$ cat config.mk
export PLATFORM = sky130hd
export DESIGN_NAME = cu_decode_stage
export DESIGN_NICKNAME = d
export VERILOG_FILES = /design/src/rtl/cu_pkg.sv /design/src/rtl/cu_decode_comb.sv /design/src/rtl/cu_decode_stage.sv
export SDC_FILE = /design/constraint.sdc
export NUM_CORES = 1
export LEC_CHECK = 0
export CORE_MARGIN = 2
export CORE_UTILIZATION = 23
export CTS_CLUSTER_SIZE = 25
export DETAILED_ROUTE_END_ITERATION = 10
export GPL_ROUTABILITY_DRIVEN = 0
export GPL_TIMING_DRIVEN = 1
export HOLD_SLACK_MARGIN = 0.02
export PLACE_DENSITY = 0.5
export SLEW_MARGIN = 25
export SYNTH_ARGS = -nofsm -noshare
export SYNTH_HDL_FRONTEND = slang
export SYNTH_SLANG_ARGS = --single-unit
$ cat constraint.sdc
create_clock -name clk -period 2.6 [get_ports clk]
set_input_delay 0.26 -clock clk [delete_from_list [all_inputs] [get_ports clk]]
set_output_delay 0.26 -clock clk [all_outputs]
set_load 0.01 [all_outputs]
$ cat src/rtl/cu_pkg.sv
// Shared encodings and the decoded control bundle for the decode stage.
package cu_pkg;

  localparam logic [6:0] OPC_LUI       = 7'b0110111;
  localparam logic [6:0] OPC_AUIPC     = 7'b0010111;
  localparam logic [6:0] OPC_JAL       = 7'b1101111;
  localparam logic [6:0] OPC_JALR      = 7'b1100111;
  localparam logic [6:0] OPC_BRANCH    = 7'b1100011;
  localparam logic [6:0] OPC_LOAD      = 7'b0000011;
  localparam logic [6:0] OPC_STORE     = 7'b0100011;
  localparam logic [6:0] OPC_OP_IMM    = 7'b0010011;
  localparam logic [6:0] OPC_OP_IMM_32 = 7'b0011011;
  localparam logic [6:0] OPC_OP        = 7'b0110011;
  localparam logic [6:0] OPC_OP_32     = 7'b0111011;
  localparam logic [6:0] OPC_MISC_MEM  = 7'b0001111;
  localparam logic [6:0] OPC_SYSTEM    = 7'b1110011;

  localparam logic [31:0] INST_ECALL  = 32'h0000_0073;
  localparam logic [31:0] INST_EBREAK = 32'h0010_0073;
  localparam logic [31:0] INST_MRET   = 32'h3020_0073;

  localparam logic [1:0] WB_NONE = 2'b00;
  localparam logic [1:0] WB_PC4  = 2'b01;
  localparam logic [1:0] WB_ALU  = 2'b10;
  localparam logic [1:0] WB_MEM  = 2'b11;

  localparam logic [2:0] CSR_NONE  = 3'b000;
  localparam logic [2:0] CSR_RW    = 3'b001;
  localparam logic [2:0] CSR_RS    = 3'b010;
  localparam logic [2:0] CSR_RC    = 3'b011;
  localparam logic [2:0] CSR_ECALL = 3'b100;
  localparam logic [2:0] CSR_MRET  = 3'b101;

  localparam logic [2:0] BR_NONE = 3'b000;
  localparam logic [2:0] BR_BEQ  = 3'b010;
  localparam logic [2:0] BR_BNE  = 3'b011;
  localparam logic [2:0] BR_BLT  = 3'b100;
  localparam logic [2:0] BR_BGE  = 3'b101;
  localparam logic [2:0] BR_BLTU = 3'b110;
  localparam logic [2:0] BR_BGEU = 3'b111;

  localparam logic [3:0] ALU_ADD   = 4'b0000;
  localparam logic [3:0] ALU_SUB   = 4'b1000;
  localparam logic [3:0] ALU_SLL   = 4'b0001;
  localparam logic [3:0] ALU_SRL   = 4'b0101;
  localparam logic [3:0] ALU_SRA   = 4'b1101;
  localparam logic [3:0] ALU_SLT   = 4'b0010;
  localparam logic [3:0] ALU_SLTU  = 4'b0011;
  localparam logic [3:0] ALU_XOR   = 4'b0100;
  localparam logic [3:0] ALU_OR    = 4'b0110;
  localparam logic [3:0] ALU_AND   = 4'b0111;
  localparam logic [3:0] ALU_PASSB = 4'b1110;
  localparam logic [3:0] ALU_TRAP  = 4'b1001;
  localparam logic [3:0] ALU_CSRRW = 4'b1010;
  localparam logic [3:0] ALU_NONE  = 4'b1111;

  localparam logic [2:0] DMR_NONE = 3'b000;
  localparam logic [2:0] DMR_LB   = 3'b001;
  localparam logic [2:0] DMR_LBU  = 3'b010;
  localparam logic [2:0] DMR_LH   = 3'b011;
  localparam logic [2:0] DMR_LHU  = 3'b100;
  localparam logic [2:0] DMR_LW   = 3'b101;
  localparam logic [2:0] DMR_LWU  = 3'b110;
  localparam logic [2:0] DMR_LD   = 3'b111;

  localparam logic [2:0] DMW_NONE = 3'b000;
  localparam logic [2:0] DMW_SB   = 3'b001;
  localparam logic [2:0] DMW_SH   = 3'b010;
  localparam logic [2:0] DMW_SW   = 3'b011;
  localparam logic [2:0] DMW_SD   = 3'b100;

  typedef struct packed {
    logic       rf_wr_en;
    logic [1:0] rf_wr_sel;
    logic [2:0] csr_op;
    logic       csr_imm;
    logic       do_jump;
    logic [2:0] br_type;
    logic       alu_a_sel;
    logic       alu_b_sel;
    logic [3:0] alu_ctrl;
    logic       alu_word;
    logic [3:0] md_op;
    logic [2:0] dm_rd_ctrl;
    logic [2:0] dm_wr_ctrl;
    logic       illegal;
  } ctrl_bundle_t;

  localparam ctrl_bundle_t CTRL_IDLE = '{
    rf_wr_en: 1'b0, rf_wr_sel: WB_NONE, csr_op: CSR_NONE, csr_imm: 1'b0,
    do_jump: 1'b0, br_type: BR_NONE, alu_a_sel: 1'b0, alu_b_sel: 1'b0,
    alu_ctrl: ALU_NONE, alu_word: 1'b0, md_op: 4'b0000,
    dm_rd_ctrl: DMR_NONE, dm_wr_ctrl: DMW_NONE, illegal: 1'b0};

  localparam ctrl_bundle_t CTRL_ILLEGAL = '{
    rf_wr_en: 1'b0, rf_wr_sel: WB_NONE, csr_op: CSR_NONE, csr_imm: 1'b0,
    do_jump: 1'b0, br_type: BR_NONE, alu_a_sel: 1'b0, alu_b_sel: 1'b0,
    alu_ctrl: ALU_NONE, alu_word: 1'b0, md_op: 4'b0000,
    dm_rd_ctrl: DMR_NONE, dm_wr_ctrl: DMW_NONE, illegal: 1'b1};

endpackage

$ cat src/rtl/cu_decode_comb.sv
// Combinational RV32I/RV64I (+M, +Zicsr) instruction decoder producing ctrl_bundle_t.
module cu_decode_comb
  import cu_pkg::*;
#(
  parameter int XLEN   = 32,
  parameter int EN_M   = 0,
  parameter int EN_CSR = 1
) (
  input  logic [31:0]  inst,
  output ctrl_bundle_t ctrl
);

  localparam bit RV64 = (XLEN == 64);

  logic [6:0] opc;
  logic [2:0] f3;
  logic [6:0] f7;
  logic       ill;

  assign opc = inst[6:0];
  assign f3  = inst[14:12];
  assign f7  = inst[31:25];

  always_comb begin
    ctrl = CTRL_IDLE;
    ill  = 1'b0;
    case (opc)
      OPC_LUI: begin
        ctrl.rf_wr_en  = 1'b1;
        ctrl.rf_wr_sel = WB_ALU;
        ctrl.alu_b_sel = 1'b1;
        ctrl.alu_ctrl  = ALU_PASSB;
      end
      OPC_AUIPC: begin
        ctrl.rf_wr_en  = 1'b1;
        ctrl.rf_wr_sel = WB_ALU;
        ctrl.alu_b_sel = 1'b1;
        ctrl.alu_ctrl  = ALU_ADD;
      end
      OPC_JAL: begin
        ctrl.rf_wr_en  = 1'b1;
        ctrl.rf_wr_sel = WB_PC4;
        ctrl.do_jump   = 1'b1;
        ctrl.alu_b_sel = 1'b1;
        ctrl.alu_ctrl  = ALU_ADD;
      end
      OPC_JALR: begin
        ill            = (f3 != 3'b000);
        ctrl.rf_wr_en  = 1'b1;
        ctrl.rf_wr_sel = WB_PC4;
        ctrl.do_jump   = 1'b1;
        ctrl.alu_a_sel = 1'b1;
        ctrl.alu_b_sel = 1'b1;
        ctrl.alu_ctrl  = ALU_ADD;
      end
      OPC_BRANCH: begin
        // funct3 010/011 are holes; the rest map onto br_type with a small remap of beq/bne
        ill            = (f3[2:1] == 2'b01);
        ctrl.br_type   = f3[2] ? f3 : {2'b01, f3[0]};
        ctrl.alu_b_sel = 1'b1;
        ctrl.alu_ctrl  = ALU_ADD;
      end
      OPC_LOAD: begin
        ctrl.rf_wr_en  = 1'b1;
        ctrl.rf_wr_sel = WB_MEM;
        ctrl.alu_a_sel = 1'b1;
        ctrl.alu_b_sel = 1'b1;
        ctrl.alu_ctrl  = ALU_ADD;
        case (f3)
          3'b000:  ctrl.dm_rd_ctrl = DMR_LB;
          3'b001:  ctrl.dm_rd_ctrl = DMR_LH;
          3'b010:  ctrl.dm_rd_ctrl = DMR_LW;
          3'b011:  begin ctrl.dm_rd_ctrl = DMR_LD;  ill = !RV64; end
          3'b100:  ctrl.dm_rd_ctrl = DMR_LBU;
          3'b101:  ctrl.dm_rd_ctrl = DMR_LHU;
          3'b110:  begin ctrl.dm_rd_ctrl = DMR_LWU; ill = !RV64; end
          default: ill = 1'b1;
        endcase
      end
      OPC_STORE: begin
        ctrl.alu_a_sel = 1'b1;
        ctrl.alu_b_sel = 1'b1;
        ctrl.alu_ctrl  = ALU_ADD;
        case (f3)
          3'b000:  ctrl.dm_wr_ctrl = DMW_SB;
          3'b001:  ctrl.dm_wr_ctrl = DMW_SH;
          3'b010:  ctrl.dm_wr_ctrl = DMW_SW;
          3'b011:  begin ctrl.dm_wr_ctrl = DMW_SD; ill = !RV64; end
          default: ill = 1'b1;
        endcase
      end
      OPC_OP_IMM: begin
        ctrl.rf_wr_en  = 1'b1;
        ctrl.rf_wr_sel = WB_ALU;
        ctrl.alu_a_sel = 1'b1;
        ctrl.alu_b_sel = 1'b1;
        ctrl.alu_ctrl  = {1'b0, f3};
        // RV64 shamt borrows inst[25], so only inst[31:26] is checked there
        if (f3 == 3'b001) begin
          ill = RV64 ? (inst[31:26] != 6'b000000) : (f7 != 7'b0000000);
        end else if (f3 == 3'b101) begin
          ctrl.alu_ctrl = {inst[30], f3};
          ill = RV64 ? !(inst[31:26] == 6'b000000 || inst[31:26] == 6'b010000)
                     : !(f7 == 7'b0000000 || f7 == 7'b0100000);
        end
      end
      OPC_OP_IMM_32: begin
        ctrl.rf_wr_en  = 1'b1;
        ctrl.rf_wr_sel = WB_ALU;
        ctrl.alu_a_sel = 1'b1;
        ctrl.alu_b_sel = 1'b1;
        ctrl.alu_word  = 1'b1;
        case (f3)
          3'b000:  ctrl.alu_ctrl = ALU_ADD;
          3'b001:  begin ctrl.alu_ctrl = ALU_SLL; ill = (f7 != 7'b0000000); end
          3'b101: begin
            ctrl.alu_ctrl = {inst[30], f3};
            ill = !(f7 == 7'b0000000 || f7 == 7'b0100000);
          end
          default: ill = 1'b1;
        endcase
        if (!RV64) ill = 1'b1;
      end
      OPC_OP: begin
        ctrl.rf_wr_en  = 1'b1;
        ctrl.rf_wr_sel = WB_ALU;
        ctrl.alu_a_sel = 1'b1;
        if (f7 == 7'b0000001) begin
          ctrl.md_op = {1'b1, f3};
          ill        = (EN_M == 0);
        end else if (f7 == 7'b0000000) begin
          ctrl.alu_ctrl = {1'b0, f3};
        end else if (f7 == 7'b0100000 && (f3 == 3'b000 || f3 == 3'b101)) begin
          ctrl.alu_ctrl = {1'b1, f3};
        end else begin
          ill = 1'b1;
        end
      end
      OPC_OP_32: begin
        ctrl.rf_wr_en  = 1'b1;
        ctrl.rf_wr_sel = WB_ALU;
        ctrl.alu_a_sel = 1'b1;
        ctrl.alu_word  = 1'b1;
        if (f7 == 7'b0000001) begin
          ctrl.md_op = {1'b1, f3};
          ill = (EN_M == 0) || (f3 == 3'b001) || (f3 == 3'b010) || (f3 == 3'b011);
        end else if ((f7 == 7'b0000000 || f7 == 7'b0100000) && (f3 == 3'b000 || f3 == 3'b101)) begin
          ctrl.alu_ctrl = {f7[5], f3};
        end else if (f7 == 7'b0000000 && f3 == 3'b001) begin
          ctrl.alu_ctrl = ALU_SLL;
        end else begin
          ill = 1'b1;
        end
        if (!RV64) ill = 1'b1;
      end
      OPC_MISC_MEM: begin
        ill = (f3 != 3'b000);
      end
      OPC_SYSTEM: begin
        if (f3 == 3'b000) begin
          if (inst == INST_ECALL || inst == INST_MRET) begin
            ctrl.csr_op   = (inst == INST_ECALL) ? CSR_ECALL : CSR_MRET;
            ctrl.do_jump  = 1'b1;
            ctrl.alu_ctrl = ALU_TRAP;
          end else if (inst != INST_EBREAK) begin
            ill = 1'b1;
          end
        end else if (f3 == 3'b100) begin
          ill = 1'b1;
        end else begin
          ctrl.rf_wr_en  = 1'b1;
          ctrl.rf_wr_sel = WB_ALU;
          ctrl.alu_a_sel = 1'b1;
          ctrl.alu_ctrl  = ALU_CSRRW;
          ctrl.csr_op    = {1'b0, f3[1:0]};
          ctrl.csr_imm   = f3[2];
        end
        if (EN_CSR == 0 && inst != INST_EBREAK) ill = 1'b1;
      end
      default: ill = 1'b1;
    endcase
    if (ill) ctrl = CTRL_ILLEGAL;
  end

endmodule

$ cat src/rtl/cu_decode_stage.sv
// Registered decode stage: 1-cycle latency, 2-entry skid so in_ready is a flop yet
// throughput stays at one instruction per cycle; sticky halt once an ebreak drains.
module cu_decode_stage
  import cu_pkg::*;
#(
  parameter int XLEN   = 32,
  parameter int EN_M   = 0,
  parameter int EN_CSR = 1
) (
  input  logic            clk,
  input  logic            rst_n,
  input  logic            flush,
  input  logic            in_valid,
  output logic            in_ready,
  input  logic [31:0]     in_inst,
  input  logic [XLEN-1:0] in_pc,
  output logic            out_valid,
  input  logic            out_ready,
  output logic [XLEN-1:0] out_pc,
  output logic [31:0]     out_inst,
  output logic            rf_wr_en,
  output logic [1:0]      rf_wr_sel,
  output logic [2:0]      csr_op,
  output logic            csr_imm,
  output logic            do_jump,
  output logic [2:0]      br_type,
  output logic            alu_a_sel,
  output logic            alu_b_sel,
  output logic [3:0]      alu_ctrl,
  output logic            alu_word,
  output logic [3:0]      md_op,
  output logic [2:0]      dm_rd_ctrl,
  output logic [2:0]      dm_wr_ctrl,
  output logic            illegal,
  output logic            halt
);

  typedef enum logic [1:0] {S_EMPTY, S_ONE, S_TWO} state_t;

  state_t          state, state_nxt;
  ctrl_bundle_t    dec, out_q, skid_q;
  logic [XLEN-1:0] skid_pc;
  logic [31:0]     skid_inst;
  logic            accept, drain, halt_nxt;

  cu_decode_comb #(.XLEN(XLEN), .EN_M(EN_M), .EN_CSR(EN_CSR)) u_dec (
    .inst (in_inst),
    .ctrl (dec)
  );

  always_comb begin
    accept    = in_valid && in_ready;
    drain     = out_valid && out_ready;
    state_nxt = state;
    case (state)
      S_EMPTY: if (accept) state_nxt = S_ONE;
      S_ONE: begin
        if (accept && !drain)      state_nxt = S_TWO;
        else if (!accept && drain) state_nxt = S_EMPTY;
      end
      S_TWO:   if (drain) state_nxt = S_ONE;
      default: state_nxt = S_EMPTY;
    endcase
    if (flush) state_nxt = S_EMPTY;
    halt_nxt = halt || (drain && !flush && out_inst == INST_EBREAK);
  end

  always_ff @(posedge clk or negedge rst_n) begin
    if (!rst_n) begin
      state     <= S_EMPTY;
      halt      <= 1'b0;
      in_ready  <= 1'b1;
      out_valid <= 1'b0;
      out_q     <= CTRL_IDLE;
      out_pc    <= '0;
      out_inst  <= '0;
      skid_q    <= CTRL_IDLE;
      skid_pc   <= '0;
      skid_inst <= '0;
    end else begin
      state     <= state_nxt;
      halt      <= halt_nxt;
      in_ready  <= (state_nxt != S_TWO) && !halt_nxt;
      out_valid <= (state_nxt != S_EMPTY);
      if (!flush) begin
        case (state)
          S_EMPTY: if (accept) begin
            out_q    <= dec;
            out_pc   <= in_pc;
            out_inst <= in_inst;
          end
          S_ONE: begin
            if (accept && drain) begin
              out_q    <= dec;
              out_pc   <= in_pc;
              out_inst <= in_inst;
            end else if (accept) begin
              skid_q    <= dec;
              skid_pc   <= in_pc;
              skid_inst <= in_inst;
            end
          end
          S_TWO: if (drain) begin
            out_q    <= skid_q;
            out_pc   <= skid_pc;
            out_inst <= skid_inst;
          end
          default: ;
        endcase
      end
    end
  end

  assign rf_wr_en   = out_q.rf_wr_en;
  assign rf_wr_sel  = out_q.rf_wr_sel;
  assign csr_op     = out_q.csr_op;
  assign csr_imm    = out_q.csr_imm;
  assign do_jump    = out_q.do_jump;
  assign br_type    = out_q.br_type;
  assign alu_a_sel  = out_q.alu_a_sel;
  assign alu_b_sel  = out_q.alu_b_sel;
  assign alu_ctrl   = out_q.alu_ctrl;
  assign alu_word   = out_q.alu_word;
  assign md_op      = out_q.md_op;
  assign dm_rd_ctrl = out_q.dm_rd_ctrl;
  assign dm_wr_ctrl = out_q.dm_wr_ctrl;
  assign illegal    = out_q.illegal;

endmodule

==> out/results.ini <==
[global_routing]
grt_pass1_vias=7773
antenna_found_initial=0
grtUsageTotal=0.149
grt_pass1_wl_um=45800
grt_max_degree=70
overflow=0

[placed_design]
dp.cells=1716
postPlaceCellArea_mm2=0.0116
place_hpwl_um=20000
port_buffers=164
post-place-ws_ns=-0.170

[clocking]
path_clk_slew_ns=0.08
cts_sinks=191
clkLatencyLatePin_ns=0.46
cts_htree_levels=4
cts_buffer_depth=2
postCtsSetupBuffers=0
tritoncts.num_buffers=17
cts_root_buf=clkbuf_16
cts_tree=done
cts_resized=0
ctsHoldBuffers=1

[sta]
period_share=0.890
fin_ws_ns=0.287
finalHoldViolCount=0
fin_setup_tns_ns=0
worst_pin_slew_ns=0.647
setup_viol=0
fin_worst_skew_ns=0.0151
whs_ns=0.366
slew_headroom=0.564
drv_slew=0
rsz0062_at_grt=false
max_freq_mhz=432
fin_crit_ns=2.31

[worst_setup_path]
crit_path_cell_trace=clkdlybuf4s50_1 -> or4_4 -> or2_1 -> o2111a_1 -> nor2_4 -> nand3_4 -> buf_12 -> buf_4 -> o31ai_2
worstSetupStartpointType=primary input
r2r-start=out_inst[11]$_DFFE_PN0P_
cpMaxStageDelayCell=or4_4
critical_path.max_stage_delay_ns=0.60
cp_max_fo=8
required_ns=2.96
r2r_cells=6
r2r_setup_slack_ns=0.53
endpoint_kind=register
crit_end=skid_q[26]$_DFFE_PN0P_
r2r-end=in_ready$_DFF_PN1_
startpoint=in_inst[25]
cp.arrival_ns=2.68
path_class=in -> reg

[finish]
diodes=0
drive_above_1_share=0.127
fin_cells=1749
area_delta_synth_final_pct=38.2
fin_nets=1295
post-route-util=0.323
final_area_mm2=0.0122
fill_cells=3980

[drt]
wl_per_cell_um=16.6
route.detailed.drc=0
drt_iter0_markers=442
vias=7918
wirelength_um=29100
routed_via_density=4.53
drtAntennaViolNets=0
drt_pre_antenna_iters=5

[floorplanning]
die_area_mm2=0.0400
rows=71
initial_utilization=0.234
die_h_um=200
dieWidth_um=200
coreArea_mm2=0.0378
ios=165

[synthesis]
synth_top_cells_by_area=dfrtp_1, nand2_1, a31oi_1
synth_area_mm2=0.00883
synthFlopType=dfrtp_1
synth_edf_count=0
ys_warn_count=0
synth_cell_types=65
ys_seq_elements=191
synth_top_area_frac=0.516
yosysSeqAreaShare=0.542
synth_cells=1023
synth_top_area_cell=dfrtp_1
syn_area_per_cell_um2=8.64
syn_nets=1093
async_reset_ff_frac=1.00

[job]
cap_violations=0

[pwr]
powerDensity_mw_per_mm2=768
finalPower_mw=9.38
ir_worst_vdd_uv=525
total_leakage_power_nw=5.38

[hold_path]
hp-class=in -> reg

[run_status]
status=finished clean

==> report_power, final <==
part | total, mW | switching (mW) | leakage (nW) | internal (mW)
Clock | 2.59 | 1.33 | 0.267 | 1.26
Sequential | 4.31 | 0.504 | 2.34 | 3.80
Combinational | 2.48 | 1.23 | 2.77 | 1.25
==> cell families after synthesis <==
kind of cell / count (synthesis) / share of synthesized area
AOI/OAI and AO/OA: 189 / 0.149
xor gates and xnor gates: 3 / 0.00297
adders and majority gates: 1 / 0.00142
buffers and inverters: 79 / 0.0357
DFF: 191 / 0.542
muxes: 1 / 0.00113
and+or+nand+nor: 559 / 0.267
==> Yosys cell counts, types with 2 or more instances <==
cell / n
nor2_1: 97
o31ai_1: 4
nand3_1: 16
dfstp_2: 9
a32o_1: 3
nand4_1: 6
nor4_1: 11
or4_1: 2
nor3_1: 8
a211oi_1: 4
and2_1: 7
or3_1: 5
o41ai_1: 3
or2_1: 4
xor2_1: 2
a31oi_1: 72
nand2b_1: 4
o211a_1: 2
nor2b_1: 4
o41ai_2: 3
o21a_1: 3
nand4b_1: 2
o211ai_1: 2
a21oi_1: 33
o21ai_1: 8
o31ai_2: 7
o21bai_1: 2
and3_1: 15
dfrtp_1: 182
nand3b_1: 2
clkbuf_1: 69
inv_1: 7
o21ai_0: 26
o22ai_1: 2
a2111oi_4: 2
nand2_1: 365
buf_6: 2
==> cell usage in the layout (no fill, tap or decap), types with 3 or more instances in the layout <==
master           instances
o21a_1                   3
inv_8                    3
a211oi_1                 4
buf_12                   9
inv_1                    7
dfstp_2                  9
a31oi_1                 72
inv_6                    6
nor2b_1                  4
and3_1                  15
o21ai_0                 26
o31ai_2                  7
buf_4                   81
nor2_1                  96
and2_1                   7
nand2b_1                 3
a21oi_1                 33
or2_1                    4
o31ai_1                  4
nand4_1                  6
or3_1                    5
clkdlybuf4s50_1        163
o41ai_1                  3
nand2_1                365
nand3_1                 16
o21ai_1                  8
a32o_1                   3
nor4_1                  11
clkinvlp_4               3
nor3_1                   8
o41ai_2                  3
dfrtp_1                182
clkbuf_16               17
==> registers in the layout, indices dropped and copies added (netlist names), 2 cells and up <==
signal      cells
dm_wr_ctrl      3
rf_wr_sel       2
skid_inst      32
md_op           4
out_inst       32
skid_q         29
out_pc         32
br_type         3
state           2
csr_op          3
alu_ctrl        4
skid_pc        32
dm_rd_ctrl      3
==> routing by layer <==
layer  wire length (µm)  part of all wire  global-route usage
met5                  0                 0                   0
met4                400             0.014              0.0376
met3               1480             0.051              0.0338
met2              13400              0.46               0.233
met1              13800              0.48               0.209
==> worst max-delay path, delay by kind of cell <==
kind / cells / cell delay (ns)
AO/OA/AOI/OAI: 2 / 0.51
AND/OR/NAND/NOR: 4 / 1.16
buffers and inverters: 3 / 0.74
==> worst min path at each step <==
stage               startpoint                       to  cells after the start
finish               in_pc[11]  skid_pc[11]$_DFFE_PN0P_                      3
global route         in_pc[26]  skid_pc[26]$_DFFE_PN0P_                      3
CTS                  in_pc[26]  skid_pc[26]$_DFFE_PN0P_                      3
detailed placement       rst_n   out_pc[24]$_DFFE_PN0P_                      1
global placement         rst_n   out_pc[23]$_DFFE_PN0P_                      1
floorplan                rst_n    alu_a_sel$_DFFE_PN0P_                      0
==> final cells by class <==
cell class	instances	area (µm²)	share of cell area
Timing Repair Buffer	255	2440	0.200
Clock inverter	15	128	0.0105
Inverter	7	26.3	0.00215
Sequential cell	191	4790	0.392
Tap cell	511	639	0.0524
Clock buffer	17	425	0.0348
Multi-Input combinational cell	753	3760	0.308
No activity file was read; power rests on OpenSTA's default activity.
